## src/rtl/prio_codec_pkg.sv

```systemverilog
// -----------------------------------------------------------------------------
// prio_codec_pkg
// Shared types and helpers for the sequential priority codec.
//   state_e  : scan FSM states (ST_IDLE, ST_BUSY)
//   hi_idx   : index of the highest set bit (0 for an all-zero vector)
//   popcount : number of set bits; only the PRIO_CODEC_REMAIN_EN build uses it
// Helpers take a MaxN-wide vector; callers zero-extend narrower vectors.
// -----------------------------------------------------------------------------
package prio_codec_pkg;

    typedef enum logic {
        ST_IDLE = 1'b0,
        ST_BUSY = 1'b1
    } state_e;

    // Widest request vector the helpers support.
    localparam int unsigned MaxN = 256;

    function automatic int unsigned hi_idx(input logic [MaxN-1:0] v);
        int unsigned idx;
        idx = 0;
        // Ascending scan: the last hit is the highest set bit.
        for (int unsigned i = 0; i < MaxN; i++) begin
            if (v[i]) begin
                idx = i;
            end
        end
        return idx;
    endfunction

    function automatic int unsigned popcount(input logic [MaxN-1:0] v);
        int unsigned cnt;
        cnt = 0;
        for (int unsigned i = 0; i < MaxN; i++) begin
            cnt = cnt + {31'd0, v[i]};
        end
        return cnt;
    endfunction

endpackage

```

## src/rtl/prio_enc_onehot.sv

```systemverilog
// -----------------------------------------------------------------------------
// prio_enc_onehot
// Combinational highest-priority encoder (bit N-1 wins).
//   i_v      : input vector
//   o_idx    : binary index of the highest set bit (0 when o_none)
//   o_onehot : 1 << o_idx, or 0 when o_none
//   o_none   : i_v is all-zero
// -----------------------------------------------------------------------------
module prio_enc_onehot
    import prio_codec_pkg::*;
#(
    parameter  int N     = 8,
    localparam int IDX_W = $clog2(N)
) (
    input  logic [N-1:0]     i_v,
    output logic [IDX_W-1:0] o_idx,
    output logic [N-1:0]     o_onehot,
    output logic             o_none
);

    always_comb begin
        o_none   = (i_v == '0);
        o_idx    = IDX_W'(hi_idx(MaxN'(i_v)));
        o_onehot = o_none ? '0 : (N'(1) << o_idx);
    end

endmodule

```

## src/rtl/prio_codec_scan.sv

```systemverilog
// -----------------------------------------------------------------------------
// prio_codec_scan
// Sequential priority codec: accepts an N-bit request vector on a valid/ready
// handshake, then emits one beat per set bit, highest index first. An all-zero
// vector yields a single beat flagged out_none.
//
// Ports:
//   clk, rst    : clock (rising edge), asynchronous active-high reset
//   en          : acceptance enable; low blocks new vectors only
//   in_valid    : request vector valid
//   in_req      : request vector, bit N-1 highest priority
//   in_ready    : a vector can be accepted this cycle
//   out_valid   : beat valid
//   out_ready   : consumer accepts the beat
//   out_idx     : binary index of the granted bit
//   out_onehot  : one-hot grant (0 when out_none)
//   out_last    : final beat of the current vector
//   out_none    : the accepted vector was all-zero
//   out_remain  : beats left after the current one (PRIO_CODEC_REMAIN_EN only)
//
// Build option: define PRIO_CODEC_REMAIN_EN to add the out_remain port.
// -----------------------------------------------------------------------------
module prio_codec_scan
    import prio_codec_pkg::*;
#(
    parameter  int N     = 8,
    localparam int IDX_W = $clog2(N)
) (
    input  logic             clk,
    input  logic             rst,
    input  logic             en,
    input  logic             in_valid,
    input  logic [N-1:0]     in_req,
    output logic             in_ready,
    output logic             out_valid,
    input  logic             out_ready,
    output logic [IDX_W-1:0] out_idx,
    output logic [N-1:0]     out_onehot,
    output logic             out_last,
    output logic             out_none
`ifdef PRIO_CODEC_REMAIN_EN
    ,
    output logic [IDX_W:0]   out_remain
`endif
);

    state_e           r_state;
    state_e           w_state_next;

    logic [N-1:0]     r_pending;
    logic [IDX_W-1:0] r_idx;
    logic [N-1:0]     r_onehot;
    logic             r_last;
    logic             r_none;

    logic             w_fire;
    logic             w_accept;
    logic             w_advance;
    logic             w_load;
    logic [N-1:0]     w_src;
    logic [IDX_W-1:0] w_enc_idx;
    logic [N-1:0]     w_enc_onehot;
    logic             w_enc_none;
    logic [N-1:0]     w_pending_next;

    // Handshake and datapath control. in_ready looks at out_ready directly so a
    // new vector can replace the last beat of the previous one without a bubble.
    always_comb begin
        w_fire    = (r_state == ST_BUSY) & out_ready;
        in_ready  = en & ~rst & ((r_state == ST_IDLE) | (w_fire & r_last));
        w_accept  = in_valid & in_ready;
        w_advance = w_fire & ~r_last;
        w_load    = w_accept | w_advance;
        w_src     = w_accept ? in_req : r_pending;
    end

    // One encoder serves both the fresh vector and the pending remainder.
    prio_enc_onehot #(
        .N (N)
    ) u_enc (
        .i_v      (w_src),
        .o_idx    (w_enc_idx),
        .o_onehot (w_enc_onehot),
        .o_none   (w_enc_none)
    );

    always_comb begin
        w_pending_next = w_src & ~w_enc_onehot;
    end

    // State register.
    always_ff @(posedge clk or posedge rst) begin
        if (rst) begin
            r_state <= ST_IDLE;
        end else begin
            r_state <= w_state_next;
        end
    end

    // Next-state logic.
    always_comb begin
        w_state_next = r_state;
        unique case (r_state)
            ST_IDLE: begin
                if (w_accept) begin
                    w_state_next = ST_BUSY;
                end
            end
            ST_BUSY: begin
                if (w_fire && r_last && !w_accept) begin
                    w_state_next = ST_IDLE;
                end
            end
            default: w_state_next = ST_IDLE;
        endcase
    end

    // Beat registers: load on accept or on consuming a non-last beat; clear when
    // the last beat retires with nothing new behind it.
    always_ff @(posedge clk or posedge rst) begin
        if (rst) begin
            r_pending <= '0;
            r_idx     <= '0;
            r_onehot  <= '0;
            r_last    <= 1'b0;
            r_none    <= 1'b0;
        end else if (w_load) begin
            r_pending <= w_pending_next;
            r_idx     <= w_enc_idx;
            r_onehot  <= w_enc_onehot;
            r_last    <= (w_pending_next == '0);
            r_none    <= w_enc_none;
        end else if (w_fire) begin
            r_pending <= '0;
            r_idx     <= '0;
            r_onehot  <= '0;
            r_last    <= 1'b0;
            r_none    <= 1'b0;
        end
    end

`ifdef PRIO_CODEC_REMAIN_EN
    logic [IDX_W:0] r_remain;

    always_ff @(posedge clk or posedge rst) begin
        if (rst) begin
            r_remain <= '0;
        end else if (w_load) begin
            r_remain <= (IDX_W + 1)'(popcount(MaxN'(w_pending_next)));
        end else if (w_fire) begin
            r_remain <= '0;
        end
    end
`else
    // No remaining-beat counter in this build.
`endif

    // Output logic.
    always_comb begin
        out_valid  = (r_state == ST_BUSY);
        out_idx    = r_idx;
        out_onehot = r_onehot;
        out_last   = r_last;
        out_none   = r_none;
`ifdef PRIO_CODEC_REMAIN_EN
        out_remain = r_remain;
`endif
    end

endmodule

```

## config.mk

```make
export PLATFORM = sky130hd
export DESIGN_NAME = prio_codec_scan
export DESIGN_NICKNAME = d
export VERILOG_FILES = /design/src/rtl/prio_codec_pkg.sv /design/src/rtl/prio_enc_onehot.sv /design/src/rtl/prio_codec_scan.sv
export SDC_FILE = /design/constraint.sdc
export NUM_CORES = 1
export LEC_CHECK = 0
export ABC_AREA = 1
export ABC_CLOCK_PERIOD_IN_PS = 2000
export CAP_MARGIN = 20
export CORE_ASPECT_RATIO = 1.25
export CORE_UTILIZATION = 45
export CTS_CLUSTER_SIZE = 10
export DETAILED_ROUTE_END_ITERATION = 10
export MAX_ROUTING_LAYER = met4
export PLACE_DENSITY = 0.75
export SYNTH_ARGS = -nofsm -noshare
export SYNTH_HDL_FRONTEND = slang
export SYNTH_SLANG_ARGS = --single-unit
```

## constraint.sdc

```tcl
create_clock -name clk -period 2 [get_ports clk]
set_input_delay 0.3 -clock clk [delete_from_list [all_inputs] [get_ports clk]]
set_output_delay 0.3 -clock clk [all_outputs]
set_load 0.02 [all_outputs]
```

After elaboration in Yosys (flattened, before gate mapping)
Cells that the tools add are included.
{ "word_totals": {"register_bits": 22, "wordCells": 46, "out_inout_bits": 15, "inputBits": 13, "mem_count": 0, "mem_bits_rw": 0, "latchBits": 0, "mem_bits_ro": 0} }
{ "classes": {"add_sub_neg": 0, "eq_ne": 0, "div_mod_pow": 0, "bitwise": 13, "multipliers": 0, "n_shift": 1, "magnitude_cmp": 0, "n_mux": 20, "n_reduce_logical": 6} }
{ "op_table": {"columns": ["op", "n"], "rows": [
  ["two-way mux 8 bit", 5],
  ["two-way mux 3 bit", 6],
  ["zero test 8 bit", 2],
  ["AND 8 bit", 1],
  ["inverter 8 bit", 1],
  ["<< shifter 1 x 3 -> 8 bit, first input constant", 1],
  ["AND 1 bit", 6],
  ["two-way mux 1 bit", 6],
  ["two-way mux 2 bit", 2],
  ["inverter 1 bit", 3],
  ["logical AND 1 bit", 2],
  ["OR 1 bit", 2],
  ["case mux 1 bit (2 select lines)", 1],
  ["nonzero test 2 bit", 1],
  ["zero test 1 bit", 1]
]} }

Depth between registers and ports, before layout
Gate-level depths: netlist (run 1).
{ "logic_depth": {"depth_word": 19, "depth_mapped": 18, "depth_no_buf": 17} }

Hierarchy
Synthesis (run 1) repeated with hierarchy kept, for this count alone.
{ "unflattened": {"hier_cells": 169, "hier_area_um2": 1291.2} }
{ "by_module_without_submodules": {"columns": ["mod", "seq_area_each_um2", "area_per_inst_um2", "instances", "cells_each"], "rows": [
  ["prio_codec_scan", 550.5, 1127.3, 1, 135],
  ["prio_enc_onehot", 0.0, 163.9, 1, 34]
]} }

Least setup slack after synthesis (run 1)
OpenSTA, ideal clock, no wires.
{ "synth_path": {"path_kind": "flip-flop to flip-flop", "startpoint": "register r_last (netlist: out_last)", "endpoint": "register r_last (netlist: out_last)", "arrival_ns": 1.772, "period_less_slack_ns": 1.838, "required_time_ns": 1.934, "setup_time_ns": 0.066, "path_stages_with_launch": 15, "n_path_buf": 1, "path_slack_ns": 0.162, "path_cell_list": "dfrtp_1 > nand2_1 > nand2_2 > nand3_4 > buf_6 > nand2_1 > o21ai_2 > nand2_1 > a21oi_2 > nand3_1 > nand2_1 > nand2_1 > nor2_1 > nand2_1 > nand2_1"} }
{ "synth_between": {"elab_chain_cells": 18, "word_cells_on_any_way": 23, "classes_between": "shift: 1; mux: 10; bitwise: 9; reduce/logical: 3"} }
{ "synth_rtl": {"columns": ["item", "line", "source"], "rows": [
  ["start: declaration", "prio_codec_scan.sv:53", "logic r_last;"],
  ["start signal: assignment", "prio_codec_scan.sv:131", "r_last <= (w_pending_next == '0);"],
  ["AND 1 bit", "prio_codec_scan.sv:70", "in_ready = en & ~rst & ((r_state == ST_IDLE) | (w_fire & r_last));"],
  ["OR 1 bit", "prio_codec_scan.sv:70", null],
  ["AND 1 bit", "prio_codec_scan.sv:70", null],
  ["AND 1 bit", "prio_codec_scan.sv:71", "w_accept = in_valid & in_ready;"],
  ["two-way mux 8 bit", "prio_codec_scan.sv:74", "w_src = w_accept ? in_req : r_pending;"],
  ["two-way mux 1 bit", "prio_codec_pkg.sv:24", "if (v[i]) begin"],
  ["two-way mux 2 bit (2 in series)", "prio_codec_pkg.sv:24", null],
  ["two-way mux 3 bit (4 in series)", "prio_codec_pkg.sv:24", null],
  ["<< shifter 1 x 3 -> 8 bit", "prio_enc_onehot.sv:24", "o_onehot = o_none ? '0 : (N'(1) << o_idx);"],
  ["two-way mux 8 bit", "prio_enc_onehot.sv:24", null],
  ["inverter 8 bit", "prio_codec_scan.sv:88", "w_pending_next = w_src & ~w_enc_onehot;"],
  ["AND 8 bit", "prio_codec_scan.sv:88", null],
  ["zero test 8 bit", "prio_codec_scan.sv:131", null],
  ["two-way mux 1 bit", "prio_codec_scan.sv:127", "end else if (w_load) begin"]
]} }
Several ways; a longest one is shown, not always the timed one.
A chain may end at the register's enable or synchronous reset.

Worst setup path after layout (run 1)
Same ends and word-level chain as after synthesis.

==> flow_results.org, run 1 <==
** Outcome
- Run status :: complete, but fails checks
- Violated checks :: negative setup slack

** Critical path
- The slowest stage of the critical path is the sky130_fd_sc_hd__dfrtp_1 cell.
- Family with the most delay on the worst path :: simple AND/OR/NAND/NOR gates
- Cell Chain, Critical Path :: nand2_2 -> nand2_4 -> nand3_4 -> o21ai_2 -> nand2_2 -> a21oi_4 -> buf_4 -> nand3_2 -> nand2_1 -> nand2_1 -> nor2_1 -> nand2_1 -> nand2_1
- The startpoint identified for the worst register-to-register timing path is out_last.
- First element of the critical path :: out_last
- Arrival time of data at the critical path endpoint :: 2270 ps
- Counting both buffers and inverters, the worst setup path holds a total of 1.
- STA puts the critical path data required time at 2260 ps.
- The most numerous cell type found on the critical path is sky130_fd_sc_hd__nand2_1.
- STA classifies the critical path endpoint as a flip-flop.
- For this run, the slowest stage of the critical path takes 440 ps.
- Critical path class :: flip-flop to flip-flop
- In this run the worst path has a maximum fanout of 7.
- Kind of launch point of the worst setup path :: flip-flop

** STA
- Setup repair after global routing missed its margin :: yes
- Setup total negative slack on the finished layout was measured at -14.34 ps.
- Fmax :: 496.4 MHz
- Actual slew at the worst max-slew pin :: 477.8 ps
- In this run the tightest slew margin relative to its limit is 68.11%.
- Counting I/O delays and the setup requirement, the final critical path takes 2014 ps.
- In the post-route analysis, the smallest setup slack over all paths is -14.34 ps.
- The clock arrives with 4.358 ps of skew.
- After layout, the worst path uses 100.7% of the clock period.
- The final count of hold timing violations is 0.
- Final hold analysis gives a worst-case slack of 214.5 ps.
- Setup violations remaining at the end of the flow were counted as 1.
- Number of slew-limit violations in the final report :: 0

** Clocking
- CTS root buf :: sky130_fd_sc_hd__clkbuf_4
- TritonCTS Buffers :: 3
- Number of buffers added to fix hold violations after cts :: 0
- Clock tree from TritonCTS :: built
- Clk Latency, worst-skew pair :: 310 ps
- Maximum clock path buffer count :: 2
- In this run the number of H-tree levels came out at 1.
- The clock net in this run drives a total of 22 sinks.
- CTS clk-pin slew, worst paths :: 120 ps

** Drt
- Detailed-route wire length per cell :: 14.25 um
- For this block, the routed nets add up to 3.562 mm of wire.
- The first detailed-routing pass ran for 4 iterations.
- Number of vias in the routed layout :: 1,348
- Mean number of vias per cell :: 5.392
- After detailed routing, the number of remaining DRC violations is 0.
- The first routing iteration left 51 violations.
- In this run the remaining antenna-violating nets after routing total 0.

** Die
- Top-Level Pins :: 28
- The floorplan step defined a die boundary enclosing 2777 um^2.
- Die Span X :: 47.34 um
- Initial core utilization :: 47.63%
- Row generation in the floorplan step produced 20 rows.
- Die boundary height :: 58.67 um
- Placeable Area :: 2427 um^2

** Layout
- Non-filler cells, final :: 250
- With fillers left out, the area of the finished cells amounts to 1881 um^2.
- At the end of the flow, the number of nets in the layout was 232.
- The repair_antennas step left the layout with diodes totalling 0.
- Of the cells placed in the final design, the portion with a size suffix greater than 1 is 35.02%.
- At the end of the flow the core is filled with cells to 77.47%.
- Compared with the post-synthesis result, the final layout area differs by 62.66%.

** Place
- HPWL after DPL :: 2.337 mm
- Number of placed instances, taps included :: 231
- Port Buf Inserts :: 27
- Worst setup slack after placement :: -334.3 ps
- Routability-driven placement congestion ratio :: 0.9475
- In this run the cell area measured after placement is 1644 um^2.

** Yosys
- Netlist cell types :: 19
- After synthesis, the mean cell area works out to 7.812 um^2.
- Flop and latch count out of synthesis :: 22
- Yosys warnings :: 0
- Counting every instance in the synthesized netlist gives 148.
- The number of nets handed over by synthesis was 161.
- The synthesized netlist occupies a cell area of 1156 um^2.
- Summing the sequential cell areas from Yosys gives 47.62% of the chip area.

** Flow run
- Number of max-cap violations :: 0

** Pwr
- In this run the static leakage power is 0.9722 nW.
- Overall power consumption :: 3.113 mW
- Peak supply drop :: 0.0009810 V
- Total power per unit cell area :: 1655 nW/um^2

** Min path
- In this run the worst hold path is classified as input pin to asynchronous set/reset pin.

** Global route
- Global routing used 28.80% of the available tracks across all layers.
- Via count of the first global-routing pass :: 1,274
- In the global route stage, met1 resource usage came out at 32.81%.
- Met2 Track Usage GR :: 45.40%
- Number of antenna violations at the first check in global routing :: 0
- In this run the most used layer during global routing was met2.
- Entering global routing, the biggest net connects 23 pins.
- Met3 Track Usage GR :: 4.601%
- Global-route wire length before repair :: 5.526 mm
- For this run the aggregate overflow at the end of global routing stands at 0.
-- path summary, 6_finish.rpt --
path                                  to  slack, ps  cells past startpoint
setup / recovery                out_last        -10                     13
setup reg to reg                out_last        -10                     13
min in group clk            r_pending[7]        490                      5
hold / removal              r_pending[2]        210                      4
hold reg to reg            out_onehot[6]        490                      2
max in group asynchronous  out_onehot[7]       1560                      4
-- cell usage in the layout (no fill, tap or decap) --
cell type,Yosys,final
sky130_fd_sc_hd__o21ai_0,13,11
sky130_fd_sc_hd__nand2_2,7,15
sky130_fd_sc_hd__o22ai_1,4,4
sky130_fd_sc_hd__a21oi_4,0,1
sky130_fd_sc_hd__clkdlybuf4s50_1,0,22
sky130_fd_sc_hd__inv_1,20,19
sky130_fd_sc_hd__nand3_1,4,1
sky130_fd_sc_hd__a22o_1,1,1
sky130_fd_sc_hd__nor2_1,7,6
sky130_fd_sc_hd__o21ai_1,0,2
sky130_fd_sc_hd__dlymetal6s2s_1,0,3
sky130_fd_sc_hd__o31ai_1,1,1
sky130_fd_sc_hd__nand3_4,1,1
sky130_fd_sc_hd__nor2_4,2,2
sky130_fd_sc_hd__o21ai_2,2,2
sky130_fd_sc_hd__buf_6,1,3
sky130_fd_sc_hd__dlygate4sd2_1,0,2
sky130_fd_sc_hd__nand4_1,7,7
sky130_fd_sc_hd__clkbuf_4,0,3
sky130_fd_sc_hd__nand3_2,0,4
sky130_fd_sc_hd__nand2_1,51,39
sky130_fd_sc_hd__dfrtp_1,22,22
sky130_fd_sc_hd__nor2_2,0,1
sky130_fd_sc_hd__buf_4,0,38
sky130_fd_sc_hd__a32o_1,1,1
sky130_fd_sc_hd__nand2_4,0,4
sky130_fd_sc_hd__inv_2,1,2
-- cell usage after synthesis --
master	n	area, um^2
sky130_fd_sc_hd__nand2_1	51	191.4
sky130_fd_sc_hd__dfrtp_1	22	550.5
sky130_fd_sc_hd__inv_1	20	75.07
sky130_fd_sc_hd__o21ai_0	13	65.06
sky130_fd_sc_hd__nand2_2	7	43.79
sky130_fd_sc_hd__nand4_1	7	43.79
sky130_fd_sc_hd__nor2_1	7	26.28
sky130_fd_sc_hd__nand3_1	4	20.02
sky130_fd_sc_hd__o22ai_1	4	25.02
sky130_fd_sc_hd__clkbuf_1	2	7.510
sky130_fd_sc_hd__nor2_4	2	22.52
sky130_fd_sc_hd__o21ai_2	2	17.52
sky130_fd_sc_hd__a21oi_2	1	8.760
sky130_fd_sc_hd__a22o_1	1	8.760
sky130_fd_sc_hd__a32o_1	1	10.01
sky130_fd_sc_hd__buf_6	1	11.26
sky130_fd_sc_hd__inv_2	1	3.750
sky130_fd_sc_hd__nand3_4	1	17.52
sky130_fd_sc_hd__o31ai_1	1	7.510
-- where the power goes --
group	internal [mW]	switching (mW)
Clock	0.0705	0.136
Sequential	0.614	0.0984
Combinational	1.05	1.15
-- flip-flops by register name, summed over array words and instances, names as in the netlist --
| name | cells |
|---|---|
| out_idx | 3 |
| out_none | 1 |
| out_last | 1 |
| out_onehot | 8 |
| out_valid | 1 |
| r_pending | 8 |
-- layout make-up --
cell class                 count  area (um^2)
tap                           33        41.29
clock buffer                   3        22.52
timing repair buffer          68        594.3
sequential                    22        550.5
fill                         171        546.8
inverter                      21        78.83
multi-input combinational    103        593.1
-- routing by layer --
metal / wire length [um] / vias up
li1: - / 619
met1: 1255 / 629
met2: 1857 / 79
met3: 273 / 21
met4: 175 / 0
met5: 0 / -
-- tightest hold or removal path, cell delays in order --
cell and delay (ps):
sky130_fd_sc_hd__dlymetal6s2s_1 160, sky130_fd_sc_hd__buf_4 150, sky130_fd_sc_hd__inv_1 40, sky130_fd_sc_hd__buf_4 280
-- logic make-up (layout without fill, tap and decap cells) --
kind of cell,count (synthesis),after routing,share of synthesized area [%]
buf+inv,24,92,8.441
compound gates,23,23,12.34
flops,22,22,47.62
simple gates,79,80,31.60
-- what timing repair did --
item / 4_1_cts / 5_1_grt
setup endpoints to repair: 2 / 8
pin swaps: 18 / 11
hold endpoints to repair: 0 / 0
cloned: 1 / 0
resized for setup: 20 / 12
buffers inserted: 8 / 7
Power figures use the tool's default switching activity.
==> inputs of run 2 (changes only) <==
--- a/config.mk
+++ b/config.mk
@@ -9,11 +9,11 @@
 export ABC_CLOCK_PERIOD_IN_PS = 2000
 export CAP_MARGIN = 20
 export CORE_ASPECT_RATIO = 1.25
-export CORE_UTILIZATION = 45
+export CORE_UTILIZATION = 34
 export CTS_CLUSTER_SIZE = 10
 export DETAILED_ROUTE_END_ITERATION = 10
 export MAX_ROUTING_LAYER = met4
-export PLACE_DENSITY = 0.75
+export PLACE_DENSITY = 0.65
 export SYNTH_ARGS = -nofsm -noshare
 export SYNTH_HDL_FRONTEND = slang
 export SYNTH_SLANG_ARGS = --single-unit
==> flow_results.org, run 2 (same netlist as run 1, synthesis figures left out) <==
** Layout
- Core Util, Final :: 60.64% (-17 points)
- The area of the multi-input gates was 621.8 um^2 (+4.9%).
- Relative to the synthesized area, the layout overhead comes to 69.05%.
- The area of all sequential standard cells is 550.5 um^2 (unchanged).
- The final net count came to 232 (unchanged).
- Count of filler cells inserted in the layout :: 281 (+64%)
- In the layout the commonest cells are sky130_fd_sc_hd__nand2_1, sky130_fd_sc_hd__buf_4, sky130_fd_sc_hd__clkdlybuf4s50_1, sky130_fd_sc_hd__dfrtp_1.
- Number of inserted diodes :: 0 (unchanged)
- Fraction of layout cells with a size suffix above 1 :: 38.53% (+3.5 points)

** Die
- Number of rows created at floorplan :: 23 (+15%)
- Die boundary height :: 67.20 um (+15%)
- Die area :: 3639 um^2 (+31%)
- Top-Level Pins :: 28 (unchanged)
- The x dimension of the die is 54.16 um (+14%).
- The placeable core region is 3223 um^2 (+33%).
- The starting density of the core is 35.87% (-12 points).

** Place
- Port Buf Inserts :: 27 (unchanged)
- Routability-driven placement congestion ratio :: 0.9277 (-2.1%)
- HPWL after DPL :: 2.210 mm (-5.4%)

** Clocking
- CTS clk-pin slew, worst paths :: 80 ps (-40 ps)
- CTS root buf :: sky130_fd_sc_hd__clkbuf_8
- The clock latency on the worst-skew pair is 270 ps (-40 ps).
- TritonCTS built the clock tree.
- TritonCTS Buffers :: 3 (unchanged)
- Number of H-tree levels :: 1 (unchanged)
- The maximum clock insertion buffer count came to 2 (unchanged).
- Clock sink count :: 22 (unchanged)

** Drt
- The iteration-0 DRC count of the detailed router was 57 (+12%).
- The total length of routed wires was 3.565 mm (about the same).
- The detailed-route vias per instance was 5.043 (-6.5%).
- Number of vias in the routed layout :: 1,286 (-4.6%)
- The count of nets left with antenna violations after detail routing came to 0 (unchanged).
- The count of TritonRoute iterations in the first routing pass came to 4 (unchanged).
- The routed length per placed instance is 13.98 um (-1.9%).
- Post-detailed-route DRC marker count :: 0 (unchanged)

** Global route
- Number of antenna violations at the first check in global routing :: 0 (unchanged)
- Maximum number of pins on one net before global-route repair :: 23 (unchanged)
- Combined global-route utilization of all metal layers :: 21.19% (-7.6 points)
- The overflow left after global routing is 0 (unchanged).
- The number of global-route vias before repair was 1,263 (-0.86%).
- Global-route wire length before repair :: 5.368 mm (-2.9%)

** Critical path
- By instance count, the cell type seen most on the critical path is sky130_fd_sc_hd__nand2_1.
- The kind of cell with the highest combined delay along the critical path is simple AND/OR/NAND/NOR gates.
- Kind of launch point of the worst setup path :: flip-flop
- Cell Chain, Critical Path :: nand2_2 -> nand2_4 -> buf_6 -> nand3_4 -> nand2_2 -> o21ai_2 -> nand2_2 -> a21oi_4 -> nand4_1 -> nand2_1 -> nand2_1 -> nor2_1 -> nand2_1 -> nand2_1
- The delay contributed by the slowest stage of the critical path is 400 ps (-40 ps).
- For this design, the slowest cell found on the critical path is sky130_fd_sc_hd__dfrtp_1.
- The buffering stage count on the worst path with inverters included was 1 (unchanged).
- The largest fanout of any net on the critical path came to 5 (-2).
- The signal arrival time at the worst endpoint is 2170 ps (-100 ps).
- The data required time at the worst endpoint is 2210 ps (-50 ps).
- The critical path in this run is classified as flip-flop to flip-flop.
- STA classifies the critical path endpoint as a flip-flop.

** STA
- Fin. Hold Viols :: 0 (unchanged)
- The worst hold slack came to 262.5 ps (+47.93 ps).
- Final setup violation count :: 0 (-1)
- Actual slew at the worst max-slew pin :: 497.2 ps (+19.43 ps)
- The highest clock rate came to 508.2 MHz (+2.4%).
- The aggregate negative setup slack is 0 ps (+14.34 ps).
- The portion of the clock cycle consumed by the worst path in the final layout is 98.39% (-2.3 points).
- Skew final :: 4.342 ps (-0.01591 ps)
- Worst max-slew margin expressed relative to the limit :: 66.82% (-1.3 points)
- The final count of pins violating max slew was 0 (unchanged).
- The minimum clock period was 1968 ps (-46.52 ps).
- Setup repair after global routing could not meet its margin everywhere.

** Pwr
- The peak supply drop is 0.0008045 V (-18%).
- The leakage power summed over all cells is 0.9883 nW (+1.7%).
- The overall power is 3.222 mW (+3.5%).
- Total power per unit cell area :: 1649 nW/um^2 (-0.40%)

** Flow run
- The number of max-cap violations came to 0 (unchanged).

** Outcome
- Run status :: finished, final reports clean

** Min path
- The worst hold path belongs to the class input pin to asynchronous set/reset pin.
==> run 2: layout make-up <==
class                   count  share of cell area, %
multi-input cells         103                  31.82
well taps                  37                  2.369
flip-flops and latches     22                  28.17
inverters                  21                  4.033
repair buffers             68                  30.79
clock buffers               4                  2.817
==> run 2: path summary, 6_finish.rpt <==
check                      slack, ps  depth (start not counted)     startpoint       endpoint
max                               30                         14       out_last       out_last
min                              260                          4            rst      out_valid
max reg2reg                       30                         14       out_last       out_last
min reg2reg                      490                          2  out_onehot[1]  out_onehot[1]
max in group asynchronous       1510                          4            rst   r_pending[0]
min in group clk                 490                          2  out_onehot[1]  out_onehot[1]
==> run 2: what timing repair did <==
action	in CTS	in global routing
gates resized for setup	24	18
setup buffers	7	10
hold buffers	0	0
cloned	1	0
pin swaps	19	15
setup endpoints to repair	2	13
==> run 2: where the power goes <==
part,switching [mW],total (mW),internal [mW]
Sequential,0.0924,0.708,0.616
Clock,0.148,0.324,0.176
Combinational,1.15,2.19,1.04
==> run 2: tightest hold or removal path, stage by stage <==
cell and delay (ps):
sky130_fd_sc_hd__dlymetal6s2s_1 150, sky130_fd_sc_hd__buf_4 140, sky130_fd_sc_hd__inv_1 40, sky130_fd_sc_hd__buf_4 280
==> run 2: layer usage <==
metal,GRT usage (%),vias up,share of wire (%)
met5,-,-,0
met4,15.06,0,2.5
met3,2.703,8,4.1
met2,34.45,42,56
met1,23.20,615,37
li1,-,621,-
==> run 2: metrics by stage <==
step           instances  instance area, um^2  setup WS, ps
6_report             255                 1954         32.18
5_1_grt              255                 1954        -93.75
4_1_cts              245                 1827         20.68
3_5_place_dp         233                 1634        -327.5
3_3_place_gp         233                 1634        -264.7
2_1_floorplan        148                 1156         162.0
==> inputs of run 3 (changes only) <==
--- a/config.mk
+++ b/config.mk
@@ -7,11 +7,11 @@
 export LEC_CHECK = 0
 export ABC_AREA = 1
 export ABC_CLOCK_PERIOD_IN_PS = 2000
-export CAP_MARGIN = 20
 export CORE_ASPECT_RATIO = 1.25
 export CORE_UTILIZATION = 34
 export CTS_CLUSTER_SIZE = 10
 export DETAILED_ROUTE_END_ITERATION = 10
+export GPL_ROUTABILITY_DRIVEN = 1
 export MAX_ROUTING_LAYER = met4
 export PLACE_DENSITY = 0.65
 export SYNTH_ARGS = -nofsm -noshare
==> results of run 3 <==
Same layout as run 2: the final DEF is identical, and so are final timing and power.
